## config.mk

```make
export PLATFORM = sky130hd
export DESIGN_NAME = fifo_wr_rr_arbiter_flat
export DESIGN_NICKNAME = d
export VERILOG_FILES = /design/src/rtl/fifo_wr_rr_arbiter_pkg.sv /design/src/rtl/fifo_wr_rr_arbiter_if.sv /design/src/rtl/fifo_wr_rr_arbiter_rr_grant.sv /design/src/rtl/fifo_wr_rr_arbiter.sv /design/src/flat_wrapper.sv
export SDC_FILE = /design/constraint.sdc
export NUM_CORES = 1
export LEC_CHECK = 0
export ABC_AREA = 1
export BUFFER_PORTS_ARGS = -buffer_cell sky130_fd_sc_hd__buf_4
export CAP_MARGIN = 20
export CORE_ASPECT_RATIO = 0.7
export CORE_UTILIZATION = 52
export CTS_CLUSTER_DIAMETER = 30
export DETAILED_ROUTE_END_ITERATION = 10
export PLACE_DENSITY_LB_ADDON = 0.2
export SYNTH_ARGS = -nofsm -noshare
export SYNTH_HDL_FRONTEND = slang
export SYNTH_SLANG_ARGS = --single-unit
```

## constraint.sdc

```tcl
create_clock -name clk -period 8.3 [get_ports clk]
set_clock_uncertainty 0.1 [all_clocks]
set_input_delay 2.49 -clock clk [delete_from_list [all_inputs] [get_ports clk]]
set_output_delay 2.49 -clock clk [all_outputs]
set_load 0.02 [all_outputs]
```

## src/rtl/fifo_wr_rr_arbiter_pkg.sv

```systemverilog
// fifo_wr_rr_arbiter shared package: default sizes and index helpers.
// Optional feature macro: FIFO_ARB_PRIO_EN (requester 0 strict priority).
package fifo_arb_pkg;

    localparam int N_REQ_DEF = 4;
    localparam int WIDTH_DEF = 16;

    // Width of a requester index; at least one bit.
    function automatic int id_w(input int n);
        return (n > 1) ? $clog2(n) : 1;
    endfunction

    // Round-robin successor with an explicit wrap, so N need not be 2^k.
    function automatic int next_ptr(input int g, input int n);
        return (g >= n - 1) ? 0 : g + 1;
    endfunction

    // (p + k) mod n for p, k < n, without a divider.
    function automatic int wrap_add(input int p, input int k, input int n);
        int s;
        s = p + k;
        return (s >= n) ? s - n : s;
    endfunction

endpackage

```

## src/rtl/fifo_wr_rr_arbiter_if.sv

```systemverilog
// Producer-side and FIFO-write-side bundle of fifo_wr_rr_arbiter.
// Optional feature macro: FIFO_ARB_PRIO_EN (no effect on this interface).
interface fifo_wr_rr_arbiter_if
    import fifo_arb_pkg::*;
#(
    parameter int N_REQ = N_REQ_DEF,
    parameter int Width = WIDTH_DEF,
    parameter int ID_W  = id_w(N_REQ)
);

    logic [N_REQ-1:0]       req_valid;
    logic [N_REQ*Width-1:0] req_data;
    logic [N_REQ-1:0]       req_ready;
    logic                   full;
    logic                   fifo_w_en;
    logic [Width-1:0]       fifo_in_data;
    logic [ID_W-1:0]        stg_id;
    logic                   stg_valid;

    modport master (
        output req_valid, req_data, full,
        input  req_ready, fifo_w_en, fifo_in_data, stg_id, stg_valid
    );

    modport slave (
        input  req_valid, req_data, full,
        output req_ready, fifo_w_en, fifo_in_data, stg_id, stg_valid
    );

endinterface

```

## src/rtl/fifo_wr_rr_arbiter_rr_grant.sv

```systemverilog
// Combinational round-robin grant picker for fifo_wr_rr_arbiter.
// Optional feature macro: FIFO_ARB_PRIO_EN (requester 0 overrides the search).
module rr_grant
    import fifo_arb_pkg::*;
#(
    parameter int N_REQ = N_REQ_DEF,
    parameter int ID_W  = id_w(N_REQ)
) (
    input  logic [N_REQ-1:0] req_valid,
    input  logic [ID_W-1:0]  ptr,
    output logic [N_REQ-1:0] grant,
    output logic [ID_W-1:0]  grant_idx,
    output logic             any_valid
);

    logic [N_REQ-1:0] rr_valid;
    logic             found;
    int               idx;

`ifdef FIFO_ARB_PRIO_EN
    // Requester 0 never takes part in the rotating search.
    assign rr_valid = req_valid & {{(N_REQ-1){1'b1}}, 1'b0};
`else
    assign rr_valid = req_valid;
`endif

    assign any_valid = |req_valid;

    // First valid requester at or after ptr, wrapping at N_REQ.
    always_comb begin
        grant     = '0;
        grant_idx = '0;
        found     = 1'b0;
        idx       = 0;
        for (int k = 0; k < N_REQ; k++) begin
            idx = wrap_add(int'(ptr), k, N_REQ);
            if (!found && rr_valid[idx]) begin
                found      = 1'b1;
                grant[idx] = 1'b1;
                grant_idx  = ID_W'(idx);
            end
        end
`ifdef FIFO_ARB_PRIO_EN
        if (req_valid[0]) begin
            grant     = '0;
            grant[0]  = 1'b1;
            grant_idx = '0;
        end
`endif
    end

endmodule

```

## src/rtl/fifo_wr_rr_arbiter.sv

```systemverilog
// Round-robin arbiter sharing one FIFO write port among N_REQ producers.
// Optional feature macro: FIFO_ARB_PRIO_EN (requester 0 strict priority).
module fifo_wr_rr_arbiter
    import fifo_arb_pkg::*;
#(
    parameter int N_REQ = N_REQ_DEF,
    parameter int Width = WIDTH_DEF,
    parameter int ID_W  = id_w(N_REQ)
) (
    input logic clk,
    input logic rst,
    fifo_wr_rr_arbiter_if.slave bus
);

    logic             stg_valid;
    logic [Width-1:0] stg_data;
    logic [ID_W-1:0]  stg_id;
    logic [ID_W-1:0]  ptr;

    logic [N_REQ-1:0] gnt;
    logic [ID_W-1:0]  gnt_idx;
    logic             any_valid;
    logic             accept;
    logic             drain;
    logic             hs;
    logic             upd_ptr;

    rr_grant #(
        .N_REQ (N_REQ),
        .ID_W  (ID_W)
    ) u_grant (
        .req_valid (bus.req_valid),
        .ptr       (ptr),
        .grant     (gnt),
        .grant_idx (gnt_idx),
        .any_valid (any_valid)
    );

    // The stage can take a word when empty or when it is written now.
    assign drain  = stg_valid & ~bus.full;
    assign accept = ~stg_valid | ~bus.full;
    assign hs     = accept & any_valid & ~rst;

`ifdef FIFO_ARB_PRIO_EN
    // Priority grants to requester 0 leave the rotation untouched.
    assign upd_ptr = (gnt_idx != '0);
`else
    assign upd_ptr = 1'b1;
`endif

    assign bus.req_ready    = hs ? gnt : '0;
    assign bus.fifo_w_en    = drain & ~rst;
    assign bus.fifo_in_data = stg_data;
    assign bus.stg_id       = stg_id;
    assign bus.stg_valid    = stg_valid;

    // Stage register and pointer: load on handshake, empty on drain.
    always_ff @(posedge clk or posedge rst) begin
        if (rst) begin
            stg_valid <= 1'b0;
            stg_data  <= '0;
            stg_id    <= '0;
            ptr       <= '0;
        end else if (hs) begin
            stg_valid <= 1'b1;
            stg_data  <= bus.req_data[int'(gnt_idx)*Width +: Width];
            stg_id    <= gnt_idx;
            if (upd_ptr) begin
                ptr <= ID_W'(next_ptr(int'(gnt_idx), N_REQ));
            end
        end else if (drain) begin
            stg_valid <= 1'b0;
        end
    end

endmodule

```

## src/flat_wrapper.sv

```systemverilog
// flat-port wrapper written by rule: the top's interface ports become plain ports
module fifo_wr_rr_arbiter_flat import fifo_arb_pkg::*;
#(
    parameter int N_REQ = N_REQ_DEF,
    parameter int Width = WIDTH_DEF,
    parameter int ID_W  = id_w(N_REQ)
)
  (clk, rst, bus_req_valid, bus_req_data, bus_full, bus_req_ready, bus_fifo_w_en, bus_fifo_in_data, bus_stg_id, bus_stg_valid);
  fifo_wr_rr_arbiter_if #(.N_REQ(N_REQ), .Width(Width), .ID_W(ID_W)) bus_i ();
  input logic clk;
  input logic rst;
  input wire logic [$bits(bus_i.req_valid)-1:0] bus_req_valid;
  input wire logic [$bits(bus_i.req_data)-1:0] bus_req_data;
  input wire logic [$bits(bus_i.full)-1:0] bus_full;
  output wire logic [$bits(bus_i.req_ready)-1:0] bus_req_ready;
  output wire logic [$bits(bus_i.fifo_w_en)-1:0] bus_fifo_w_en;
  output wire logic [$bits(bus_i.fifo_in_data)-1:0] bus_fifo_in_data;
  output wire logic [$bits(bus_i.stg_id)-1:0] bus_stg_id;
  output wire logic [$bits(bus_i.stg_valid)-1:0] bus_stg_valid;
  assign bus_i.req_valid = bus_req_valid;
  assign bus_i.req_data = bus_req_data;
  assign bus_i.full = bus_full;
  assign bus_req_ready = bus_i.req_ready;
  assign bus_fifo_w_en = bus_i.fifo_w_en;
  assign bus_fifo_in_data = bus_i.fifo_in_data;
  assign bus_stg_id = bus_i.stg_id;
  assign bus_stg_valid = bus_i.stg_valid;
  fifo_wr_rr_arbiter #(.N_REQ(N_REQ), .Width(Width), .ID_W(ID_W)) u_core (.clk(clk), .rst(rst), .bus(bus_i));
endmodule
```

# Yosys cells after proc, flatten, opt, wreduce, memory -nomap -nowiden
# Cells that the tools add are included.
# op_classes
add_sub_neg	8
n_lt_le_gt_ge	13
n_shift	1
n_mux	39
n_bitwise	11
reduce_logical	12
# ops
op	count
32-bit by 1-bit greater-or-equal comparator with 1-bit output (second input constant)	4
32-bit by 4-bit less-than comparator with 1-bit output (second input constant)	4
32-bit two-way mux	4
64-bit by 7-bit variable part select with 16-bit output	1
4-bit two-way mux	5
1-bit two-way mux	17
4-bit OR	3
3-bit by 3-bit subtractor with 4-bit output (second input constant)	3
2-bit two-way mux	5
3-bit greater-or-equal comparator (second input constant)	3
1-bit binary-select mux with 2-bit select	4
1-bit demux with 2-bit select	4
1-bit logical AND	7
2-bit by 2-bit adder with 3-bit output (second input constant)	2
1-bit AND	4
4-bit OR reduction	1
2-bit by 3-bit subtractor with 4-bit output (second input constant)	1
2-bit by 1-bit adder with 3-bit output (second input constant)	1
2-bit by 3-bit greater-or-equal comparator with 1-bit output (second input constant)	1
1-bit zero test	3
1-bit NOT	3
2-bit by 1-bit adder with 2-bit output (second input constant)	1
2-bit greater-or-equal comparator (second input constant)	1
2-bit nonzero test	1
1-bit OR	1
# word_totals
register_bits	21
in_bits	71
word_cells	88

# Longest topological paths before layout
# logic_depth
ltp_word	17
ltp_mapped	16

# Modules after synthesis
# Synthesis repeated with hierarchy kept, for this count alone.
# unflattened
cells_unflattened	372
hier_area_um2	2265.9
# by_module_without_submodules
mod	instances	cells_per_inst	area_per_inst_um2	seq_area_each_um2
fifo_wr_rr_arbiter	1	286	1694.1	525.5
rr_grant	1	86	571.8	0.0

# Least setup slack after synthesis
# No wires, ideal clock.
# synth_path
path_kind	input to output
startpoint	in rst
endpoint	out bus_req_ready[0]
t_arrival_ns	3.865
required_time_ns	5.710
setup_slack_ns	1.845
cell_stages	6
cell_sequence	inv_1 nand3_1 inv_1 buf_1 nand2_1 inv_1
# synth_via
elab_chain_cells	3
# synth_rtl
element	line_no	text
start: declaration	flat_wrapper.sv:11	input logic rst;
1-bit NOT	fifo_wr_rr_arbiter.sv:42	assign hs = accept & any_valid & ~rst;
1-bit AND	fifo_wr_rr_arbiter.sv:42	
4-bit two-way mux	fifo_wr_rr_arbiter.sv:51	assign bus.req_ready = hs ? gnt : '0;
end: declaration	flat_wrapper.sv:15	output wire logic [$bits(bus_i.req_ready)-1:0] bus_req_ready;
# Every way passes these cells.

# Final worst setup path
# layout_path
startpoint	in rst
endpoint	out bus_req_ready[3]
# The elaborated chain is that of the path after synthesis.

==> results.sh <==
export IMPL_drive_gt1_frac=0.287
export IMPL_status="complete, no violations"
export IMPL_drt_pass1_iter_count=4
export IMPL_hpwl_um=4580
export IMPL_syn_avg_cell_area_um2=5.91
export IMPL_root_buffer="clkbuf_8"
export IMPL_ctsResizeCount=0
export IMPL_route_detailed_drc=0
export IMPL_post_drt_wl_per_cell_um=12.0
export IMPL_synth_yosys_seq_area_share=0.239
export IMPL_slew_violations=0
export IMPL_ctsHoldBuffers=0
export IMPL_antenna_left=0
export IMPL_timing_hold_ws_ns=0.393
export IMPL_setup_viol=0
export IMPL_die_area_mm2=0.00450
export IMPL_ir_worst_vdd_mv=0.315
export IMPL_clock_sink_count=21
export IMPL_synth_top_area_cell="dfrtp_1"
export IMPL_grt_max_degree=35
export IMPL_drtIter0Drc=128
export IMPL_end_kind="output pin"
export IMPL_gp_congestion=0.874
export IMPL_cts_buffers=3
export IMPL_grt_usage=0.287
export IMPL_worstSkewPairLatency_ns=0.26
export IMPL_vias=2531
export IMPL_ys_warn_count=0
export IMPL_totalWireLength_um=6100
export IMPL_die_x_um=79.7
export IMPL_synthesis_nets=447
export IMPL_synth_cell_area_mm2=0.00220
export IMPL_grt_pass1_wl_um=10200
export IMPL_fmax_mhz=153
export IMPL_grt_pass1_vias=2255
export IMPL_synth_flop_cell="dfrtp_1"
export IMPL_nets=532
export IMPL_arrival_ns=3.95
export IMPL_core_mm2=0.00399
export IMPL_ys_async_sr_fraction=1.00
export IMPL_grt_ovfl_total=0
export IMPL_cts_buffer_depth=2
export IMPL_hold_viol_final=0
export IMPL_netlist_instances=372
export IMPL_post_cts_buffers=0
export IMPL_synth_edf_count=0
export IMPL_period_needed_ns=6.54
export IMPL_port_buffers=94
export IMPL_worstSetupStartpointType="input pin"
export IMPL_critPathKind="input pin to output pin"
export IMPL_core_rowCount=19
export IMPL_rsz0062_at_grt="false"
export IMPL_die_h_um=56.4
export IMPL_vias_per_cell=4.98
export IMPL_hold_path_class="register to register"
export IMPL_relSlewSlack=0.542
export IMPL_yosys_cell_types_count=27
export IMPL_htreeDepth=1
export IMPL_antennaDiodeCount=0
export IMPL_antenna_found_initial=0
export IMPL_worstPathRequired_ns=5.71
export IMPL_setup_tns_ns=0
export IMPL_ys_ff_latch=21
export IMPL_tightest_slew_ns=0.684
export IMPL_placed_area_mm2=0.00287
export IMPL_p_per_area_mw_per_mm2=436
export IMPL_synth_most_common_cell="nand2_1"
export IMPL_synth_common_cells="nand2_1, inv_1, nand3_1"
export IMPL_design_area_mm2=0.00292
export IMPL_power_leakage_nw=1.87
export IMPL_io_pins=95
export IMPL_fin_crit_sh=0.788
export IMPL_synth_top_area_frac=0.239
export IMPL_crit_fanout=23
export IMPL_cts_tree="yes"
export IMPL_maxCapViolCount=0
export IMPL_syn2layout_area_growth_pct=32.7
export IMPL_fin_util=0.731
export IMPL_clkTransAtPathRegs_ns=0.08
export IMPL_yosys_top_cells_area="dfrtp_1, nand2_1, nand3_1"
export IMPL_start_util=0.550
## state kept, by name, summed over array words and instances, names as in the netlist
register	flops
u_core.bus.fifo_in_data	16
u_core.bus.stg_id	2
u_core.bus.stg_valid	1
u_core.ptr	2
## area by class of cell
type                       instances  area, um^2
inverter                          85         322
sequential                        21         526
fill                             369        1080
tap                               52        65.1
multi-input combinational        250        1240
timing repair buffer              96         721
clock inverter                     1        7.51
clock buffer                       3        41.3
## stage by stage
step           setup slack, ns  power, mW  std cells
2_1_floorplan             1.85       1.01        372
3_3_place_gp              1.81       1.19        504
3_5_place_dp              1.74       1.19        504
4_1_cts                   1.73       1.27        508
5_1_grt                   1.61       1.41        508
6_report                  1.76       1.27        508
## per-layer routing
metal | up-vias | global-route usage | wire, um
li1 | 1295 | - | -
met1 | 1115 | 0.432 | 2940
met2 | 117 | 0.421 | 2450
met3 | 4 | 0.0683 | 674
met4 | 0 | 0.0416 | 42
met5 | - | 0 | 0
## placed cells by master, fill, tap and decap left out, drive strengths merged
master / n
a22oi: 1
inv: 85
nand4: 2
nor2: 6
o211ai: 1
a21boi: 1
a21oi: 4
dfrtp: 21
o21ai: 6
nand2: 144
o21a: 1
o22ai: 2
nand3: 78
buf: 96
ha: 4
clkinvlp: 1
clkbuf: 3
## where the power goes
| group | total (mW) | internal [mW] | switching (mW) |
|---|---|---|---|
| Sequential | 0.196 | 0.152 | 0.0436 |
| Clock | 0.0695 | 0.0339 | 0.0356 |
| Combinational | 1.01 | 0.341 | 0.665 |
| Total | 1.27 | 0.527 | 0.744 |
## worst max-delay path, cell delays in order
cell,delay [ns]
buf_4,0.10
inv_1,0.04
buf_4,0.28
nand3_1,0.15
inv_1,0.53
nand2_1,0.12
inv_1,0.09
buf_4,0.14
## logic make-up (layout without fill, tap and decap cells)
family	after synthesis	count (layout)	synth area share
compound gates	16	16	0.0421
fa+ha+maj	4	4	0.0228
flops	21	21	0.239
simple gates	230	230	0.497
buf+inv	101	185	0.199
## worst paths after layout
| check | cells after the start | slack (ns) | endpoint | startpoint |
|---|---|---|---|---|
| worst max-delay path | 8 | 1.76 | bus_req_ready[3] | rst |
| worst min register to register | 2 | 0.39 | u_core.bus.fifo_in_data[7]$_DFFE_PP0P_ | u_core.bus.fifo_in_data[7]$_DFFE_PP0P_ |
| worst max register to register | 13 | 4.83 | u_core.bus.fifo_in_data[9]$_DFFE_PP0P_ | u_core.ptr[0]$_DFFE_PP0P_ |
| min in group asynchronous | 3 | 2.16 | u_core.bus.fifo_in_data[6]$_DFFE_PP0P_ | rst |
| max in group asynchronous | 3 | 5.71 | u_core.bus.fifo_in_data[0]$_DFFE_PP0P_ | rst |
| worst min-delay path | 2 | 0.39 | u_core.bus.fifo_in_data[7]$_DFFE_PP0P_ | u_core.bus.fifo_in_data[7]$_DFFE_PP0P_ |
Note: power is estimated with default switching activity, not from simulation.
